--- src/rtl/bsg_mesh_endpoint.sv ---
// -----------------------------------------------------------------------------
// bsg_mesh_endpoint
//
// Network endpoint sitting on the P (processor) port of one mesh router.
//
//   Injection: client requests are formatted into packets
//              {src_y, src_x, payload, dest_y, dest_x} (LSB last) and queued in
//              a 2-entry FIFO that drives the router under valid/yumi.
//   Ejection:  packets from the router are accepted under valid/ready_and into
//              a 2-entry FIFO, checked against this tile's coordinates, and
//              handed to the client under valid/yumi.
//
// Ports
//   clk_i, reset_n_i            clock, asynchronous active-low reset
//   my_x_i, my_y_i              this tile's coordinates (static after reset)
//   req_v_i / req_ready_o       client request handshake
//   req_dest_x_i, req_dest_y_i  request destination
//   req_payload_i               request payload
//   quiesce_i                   level, blocks new requests
//   link_v_o / link_yumi_i      packet to router P input
//   link_data_o                 head packet of the injection FIFO
//   link_v_i / link_ready_and_o packet from router P output
//   link_data_i                 incoming packet
//   resp_v_o / resp_yumi_i      delivered-packet handshake
//   resp_payload_o              delivered payload
//   resp_src_x_o, resp_src_y_o  source tile of delivered packet
//   idle_o                      both FIFOs empty
//   misroute_o                  sticky: a packet arrived for another tile
//   sent_cnt_o, recv_cnt_o      packet statistics
//
// Configuration
//   BSG_MESH_ENDPOINT_STATS_EN  defined: sent/recv counters are built.
//                               undefined: both counter outputs tied to 0.
// -----------------------------------------------------------------------------
module bsg_mesh_endpoint #(
    parameter int x_cord_width_p  = 1,
    parameter int y_cord_width_p  = 1,
    parameter int payload_width_p = 4,
    parameter int cnt_width_p     = 16,
    localparam int width_lp       = 2 * (x_cord_width_p + y_cord_width_p) + payload_width_p
) (
    input  logic                       clk_i,
    input  logic                       reset_n_i,

    input  logic [x_cord_width_p-1:0]  my_x_i,
    input  logic [y_cord_width_p-1:0]  my_y_i,

    input  logic                       req_v_i,
    output logic                       req_ready_o,
    input  logic [x_cord_width_p-1:0]  req_dest_x_i,
    input  logic [y_cord_width_p-1:0]  req_dest_y_i,
    input  logic [payload_width_p-1:0] req_payload_i,
    input  logic                       quiesce_i,

    output logic                       link_v_o,
    output logic [width_lp-1:0]        link_data_o,
    input  logic                       link_yumi_i,

    input  logic                       link_v_i,
    input  logic [width_lp-1:0]        link_data_i,
    output logic                       link_ready_and_o,

    output logic                       resp_v_o,
    output logic [payload_width_p-1:0] resp_payload_o,
    output logic [x_cord_width_p-1:0]  resp_src_x_o,
    output logic [y_cord_width_p-1:0]  resp_src_y_o,
    input  logic                       resp_yumi_i,

    output logic                       idle_o,
    output logic                       misroute_o,
    output logic [cnt_width_p-1:0]     sent_cnt_o,
    output logic [cnt_width_p-1:0]     recv_cnt_o
);

    // Field positions inside a packet.
    localparam int dest_y_lsb_lp  = x_cord_width_p;
    localparam int payload_lsb_lp = x_cord_width_p + y_cord_width_p;
    // Ejection entries drop the destination: it is only needed for the check.
    localparam int ej_width_lp    = width_lp - payload_lsb_lp;

    // -------------------------------------------------------------------------
    // Reset release. Every handshake that could change state is gated by
    // live_q, so on the first edge after an asynchronous deassert all other
    // flops have D == Q and cannot go metastable; only this flop samples the
    // release, which makes deassertion effectively synchronous.
    // -------------------------------------------------------------------------
    logic live_q;

    always_ff @(posedge clk_i or negedge reset_n_i) begin
        if (!reset_n_i) begin
            live_q <= 1'b0;
        end else begin
            live_q <= 1'b1;
        end
    end

    // -------------------------------------------------------------------------
    // Injection FIFO (2 entries)
    // -------------------------------------------------------------------------
    logic [width_lp-1:0] inj_mem_q [2];
    logic                inj_wptr_q, inj_wptr_d;
    logic                inj_rptr_q, inj_rptr_d;
    logic [1:0]          inj_cnt_q, inj_cnt_d;
    logic                inj_empty, inj_full;
    logic                inj_push, inj_pop;
    logic [width_lp-1:0] inj_packet;

    assign inj_empty  = (inj_cnt_q == 2'd0);
    assign inj_full   = (inj_cnt_q == 2'd2);
    // Ready depends only on registered occupancy, so a pop this cycle cannot
    // open the FIFO for a push in the same cycle.
    assign req_ready_o = live_q & ~inj_full & ~quiesce_i;
    assign inj_push    = req_v_i & req_ready_o;
    assign inj_pop     = link_yumi_i & ~inj_empty;
    assign inj_packet  = {my_y_i, my_x_i, req_payload_i, req_dest_y_i, req_dest_x_i};

    assign link_v_o    = ~inj_empty;
    assign link_data_o = inj_mem_q[inj_rptr_q];

    // NOTE: every output of a combinational block gets a default first so no
    // path leaves it unassigned and a latch is never inferred.
    always_comb begin
        inj_wptr_d = inj_wptr_q;
        inj_rptr_d = inj_rptr_q;
        if (inj_push) inj_wptr_d = ~inj_wptr_q;
        if (inj_pop)  inj_rptr_d = ~inj_rptr_q;
        // NOTE: blocking assignments here because this is combinational logic;
        // the state registers below use non-blocking assignments only.
        inj_cnt_d = inj_cnt_q + {1'b0, inj_push} - {1'b0, inj_pop};
    end

    // NOTE: storage is deliberately not reset; the occupancy count qualifies
    // every read, so stale contents are never presented as valid.
    always_ff @(posedge clk_i) begin
        if (inj_push) begin
            inj_mem_q[inj_wptr_q] <= inj_packet;
        end
    end

    // -------------------------------------------------------------------------
    // Ejection FIFO (2 entries)
    // -------------------------------------------------------------------------
    logic [ej_width_lp-1:0]    ej_mem_q [2];
    logic                      ej_wptr_q, ej_wptr_d;
    logic                      ej_rptr_q, ej_rptr_d;
    logic [1:0]                ej_cnt_q, ej_cnt_d;
    logic                      ej_empty, ej_full;
    logic                      ej_push, ej_pop;
    logic [ej_width_lp-1:0]    ej_head;
    logic [x_cord_width_p-1:0] pkt_dest_x;
    logic [y_cord_width_p-1:0] pkt_dest_y;

    assign ej_empty         = (ej_cnt_q == 2'd0);
    assign ej_full          = (ej_cnt_q == 2'd2);
    assign link_ready_and_o = live_q & ~ej_full;
    assign ej_push          = link_v_i & link_ready_and_o;
    assign ej_pop           = resp_yumi_i & ~ej_empty;

    assign pkt_dest_x = link_data_i[0 +: x_cord_width_p];
    assign pkt_dest_y = link_data_i[dest_y_lsb_lp +: y_cord_width_p];

    assign ej_head        = ej_mem_q[ej_rptr_q];
    assign resp_v_o       = ~ej_empty;
    assign resp_payload_o = ej_head[0 +: payload_width_p];
    assign resp_src_x_o   = ej_head[payload_width_p +: x_cord_width_p];
    assign resp_src_y_o   = ej_head[payload_width_p + x_cord_width_p +: y_cord_width_p];

    always_comb begin
        ej_wptr_d = ej_wptr_q;
        ej_rptr_d = ej_rptr_q;
        if (ej_push) ej_wptr_d = ~ej_wptr_q;
        if (ej_pop)  ej_rptr_d = ~ej_rptr_q;
        ej_cnt_d = ej_cnt_q + {1'b0, ej_push} - {1'b0, ej_pop};
    end

    always_ff @(posedge clk_i) begin
        if (ej_push) begin
            ej_mem_q[ej_wptr_q] <= link_data_i[width_lp-1:payload_lsb_lp];
        end
    end

    // -------------------------------------------------------------------------
    // Destination check: sticky until reset; the packet is delivered anyway.
    // -------------------------------------------------------------------------
    logic misroute_q, misroute_d;

    always_comb begin
        misroute_d = misroute_q;
        if (ej_push && ((pkt_dest_x != my_x_i) || (pkt_dest_y != my_y_i))) begin
            misroute_d = 1'b1;
        end
    end

    assign misroute_o = misroute_q;
    assign idle_o     = inj_empty & ej_empty;

    // -------------------------------------------------------------------------
    // Control state registers
    // -------------------------------------------------------------------------
    always_ff @(posedge clk_i or negedge reset_n_i) begin
        if (!reset_n_i) begin
            inj_wptr_q <= 1'b0;
            inj_rptr_q <= 1'b0;
            inj_cnt_q  <= 2'd0;
            ej_wptr_q  <= 1'b0;
            ej_rptr_q  <= 1'b0;
            ej_cnt_q   <= 2'd0;
            misroute_q <= 1'b0;
        end else begin
            inj_wptr_q <= inj_wptr_d;
            inj_rptr_q <= inj_rptr_d;
            inj_cnt_q  <= inj_cnt_d;
            ej_wptr_q  <= ej_wptr_d;
            ej_rptr_q  <= ej_rptr_d;
            ej_cnt_q   <= ej_cnt_d;
            misroute_q <= misroute_d;
        end
    end

    // -------------------------------------------------------------------------
    // Statistics counters (wrap modulo 2^cnt_width_p)
    // -------------------------------------------------------------------------
`ifdef BSG_MESH_ENDPOINT_STATS_EN
    logic [cnt_width_p-1:0] sent_cnt_q, sent_cnt_d;
    logic [cnt_width_p-1:0] recv_cnt_q, recv_cnt_d;

    always_comb begin
        sent_cnt_d = sent_cnt_q;
        recv_cnt_d = recv_cnt_q;
        if (inj_pop) sent_cnt_d = sent_cnt_q + cnt_width_p'(1);
        if (ej_push) recv_cnt_d = recv_cnt_q + cnt_width_p'(1);
    end

    always_ff @(posedge clk_i or negedge reset_n_i) begin
        if (!reset_n_i) begin
            sent_cnt_q <= '0;
            recv_cnt_q <= '0;
        end else begin
            sent_cnt_q <= sent_cnt_d;
            recv_cnt_q <= recv_cnt_d;
        end
    end

    assign sent_cnt_o = sent_cnt_q;
    assign recv_cnt_o = recv_cnt_q;
`else
    assign sent_cnt_o = '0;
    assign recv_cnt_o = '0;
`endif

    // -------------------------------------------------------------------------
    // Handshake protocol checks (ignored by synthesis)
    // -------------------------------------------------------------------------
    assert property (@(posedge clk_i) disable iff (!reset_n_i) !(link_yumi_i && !link_v_o))
        else $error("bsg_mesh_endpoint: link_yumi_i asserted while link_v_o is low");

    assert property (@(posedge clk_i) disable iff (!reset_n_i) !(resp_yumi_i && !resp_v_o))
        else $error("bsg_mesh_endpoint: resp_yumi_i asserted while resp_v_o is low");

endmodule

--- config.mk ---
export PLATFORM = sky130hd
export DESIGN_NAME = bsg_mesh_endpoint
export DESIGN_NICKNAME = d
export VERILOG_FILES = /design/src/rtl/bsg_mesh_endpoint.sv
export SDC_FILE = /design/constraint.sdc
export NUM_CORES = 1
export LEC_CHECK = 0
export BUFFER_PORTS_ARGS = -buffer_cell sky130_fd_sc_hd__buf_2
export CORE_ASPECT_RATIO = 0.6
export CORE_MARGIN = 4
export CORE_UTILIZATION = 47
export DETAILED_ROUTE_END_ITERATION = 12
export HOLD_SLACK_MARGIN = 0.08
export MAX_ROUTING_LAYER = met4
export PLACE_DENSITY = 0.79
export SYNTH_ARGS = -nofsm -noshare
export SYNTH_HDL_FRONTEND = slang
export SYNTH_SLANG_ARGS = --single-unit
--- constraint.sdc ---
create_clock -name clk_i -period 2 [get_ports clk_i]
set_input_delay 0.1 -clock clk_i [delete_from_list [all_inputs] [get_ports clk_i]]
set_output_delay 0.1 -clock clk_i [all_outputs]
set_load 0.02 [all_outputs]
==> run metrics <==
total length of routed wires=2910 um; slowest CP cell=dfrtp_1; worst setup margin=0.260 ns; P&R area growth vs syn=24.0%; register area share after synthesis=0.609; simple logic cell fraction of the synthesized area=0.0747; Mapped Area=1790 um^2; IO Pins=75; hold_sp=link_yumi_i; Clk pwr share=0.274; total number of vias=1004; Hold Vio Cnt, Final=0; nets=210; die footprint=4900 um^2; critical path launch point type=flop; Req. time, crit path=approximately 2.2 ns; Placeable Area=3680 um^2; Slowest Stage Delay on Critical Path=0.42 ns; Final Core Density=0.604; Hold WS=approximately 0.12 ns; Die H=roughly 56 um; CP top delay family=adder cells; outcome=completed; yosys warns=0; first-pass GRT wire length=around 5000 um; post-synthesis xor/xnor area fraction=0.0488; pre-CTS setup slack=0.265 ns; largest family of logic cells by synthesized area=buffers and inverters; vias in the first global route=between 1k and 1.5k; Critical Path Sink Type=flop; initial antenna violation count=0; drt pass-1 iters=4; sw frac=0.312; r2r setup slk=around 0.26 ns; mux cell area share after synthesis=0.0879; wire per inst=roughly 13 um; CTS tree=built; Placed Instance Area=between 1500 and 2000 um^2; Fin Clk Skew=0.00870 ns; register bit count reported by yosys=38; Total Routing Usage GR=0.134; critical path depth=7; H-tree depth=2; gr ovfl total=0; WP buf/inv=1; Hold Crit Class=in -> reg; worst reg2reg path depth=7; Cells after Synth=~120; Comb pwr share=0.318; cell-internal power=1.92 mW; worst path cell trace=or2_4, and2_4, ha_1, inv_1, ha_1, xnor2_1, xnor2_1; Residual DRC=0; max_slew headroom=0.620; PD cells=1260 nW/um^2; Post-Synth Adder-Cell Area=0.0279; Final period util=0.870; total power=between 2 and 3 mW; Post-CTS Resized=0; Reg power frac=0.408; worst slew pin tran=roughly 0.57 ns; Placed Cells=around 210; Layout Cells excl Fill=231; distinct cell type count after synthesis=21; worst reg2reg endpoint=inj_cnt_q[1]; Worst Path Max Fanout=3; Max-cap violations=0; Peak Freq=about 570 MHz; Clock Root Buffer=clkbuf_8; GP Congestion=a little over 0.7; WP data arrival=1.95 ns; Hold Path Depth=3; P_sw=0.870 mW; Compound-Gate Fraction of Synth Area=0.00419; Iter 0 DRT Violations=approximately 50; largest net degree at the start of global routing=14; Antenna Cells=0; Final ANT Viol Nets=0; clock sink count=38; Tmin final=between 1.5 and 2 ns; layout cells sized above 1=0.391; Rows=17; post-detail-place hpwl=2290 um; Setup-failing EPs final=0; Reg clk slew, reported paths=roughly 0.07 ns; mean post-synth cell area=14.8 um^2; Initial Utilization=0.487; RSZ-0062 raised after global routing=no; clock buffer depth=2; vias per inst=around 4.3; peak supply drop=645 uV; LEAKAGE=approximately 0.96 nW; final instance area=2220 um^2; CP Class=reg -> reg; Worst-Skew Late Latency=~0.28 ns; total CTS buffers=5; Worst Hold Endpoint=inj_rptr_q; Die W=87.7 um; FF-to-FF Start=inj_cnt_q[1]; Final Slew Violations=0; setup TNS=0 ns; Port-buffer cells=42
-- Yosys cell counts --
cell type	count	area [um^2]
dfrtp_1	10	250
o21bai_1	1	7.51
buf_4	32	240
nand3_1	1	5.00
or2_4	2	17.5
edfxtp_1	28	841
inv_1	2	7.51
and2_1	1	6.26
buf_2	2	10.0
nand4bb_4	1	27.5
nor3b_2	1	12.5
xor2_1	4	35.0
and2_4	2	17.5
nor2b_4	1	13.8
ha_1	4	50.1
conb_1	2	7.51
and3_1	2	12.5
xnor2_1	6	52.6
mux2_2	14	158
nand2b_1	1	6.26
nor2_1	4	15.0
-- flip-flops by register name (all words and copies together), names as in the netlist --
register    cells
inj_cnt_q       2
ej_rptr_q       1
ej_wptr_q       1
ej_cnt_q        2
live_q          1
ej_mem_q       12
inj_rptr_q      1
inj_wptr_q      1
inj_mem_q      16
misroute_o      1
-- area by class of cell --
cell class                      instances  area, um^2
Sequential cell                        38        1090
Multi-Input combinational cell         78         561
Tap cell                               47        58.8
Clock inverter                          3        68.8
Timing Repair Buffer                   58         368
Inverter                                2        7.51
Fill cell                             283        1460
Clock buffer                            5        68.8
-- power by group through the flow --
stage / Sequential [mW] / Clock, mW / Combinational [mW]
after global placement: 1.15 / 0 / 0.849
after detailed placement: 1.16 / 0 / 0.877
final: 1.14 / 0.764 / 0.887
after CTS: 1.14 / 0.776 / 0.902
after floorplan: 1.07 / 0 / 0.766
after global routing: 1.16 / 0.815 / 0.973
-- layer usage --
metal | track usage | vias to the layer above | routed length (um) | part of all wire
met1 | 0.154 | 486 | 1190 | 0.41
met5 | - | - | 0 | 0
met2 | 0.223 | 42 | 1460 | 0.50
li1 | - | 471 | - | -
met4 | 0.0525 | 0 | 45 | 0.015
met3 | 0.0340 | 5 | 206 | 0.071
-- repair_timing --
item,in CTS,in global routing
setup buffers,0,0
hold buffers,15,0
endpoints found under the hold margin,38,0
-- worst max-delay path by stage --
stage,startpoint,end
after floorplan,inj_cnt_q[0],inj_cnt_q[1]
after global placement,ej_cnt_q[1],ej_cnt_q[1]
after detailed placement,inj_cnt_q[0],inj_cnt_q[1]
after CTS,inj_cnt_q[1],inj_cnt_q[1]
after global routing,inj_cnt_q[1],inj_cnt_q[1]
final,inj_cnt_q[1],inj_cnt_q[1]
-- tightest hold or removal path, cell delays in order --
cell and delay, ns:
buf_2 0.07, and2_4 0.13, xor2_1 0.06
-- layout by cell type, fill, tap and decap left out, types with 4 or more instances in the layout --
cell           count
mux2_2            14
xor2_1             4
edfxtp_1          28
conb_1            33
nor2_1             4
dfrtp_1           10
ha_1               4
xnor2_1            6
clkbuf_8           5
dlygate4sd3_1     15
buf_2             42
-- cells by family (layout without fill, tap and decap cells) --
kind of cell,after synthesis,after routing
DFF,38,38
and+or+nand+nor,16,16
xor gates and xnor gates,10,10
AOI/OAI and AO/OA,1,1
buffers and inverters,36,68
adders and majority gates,4,4
muxes,14,14
other,2,33
Power figures use the tool's default switching activity.
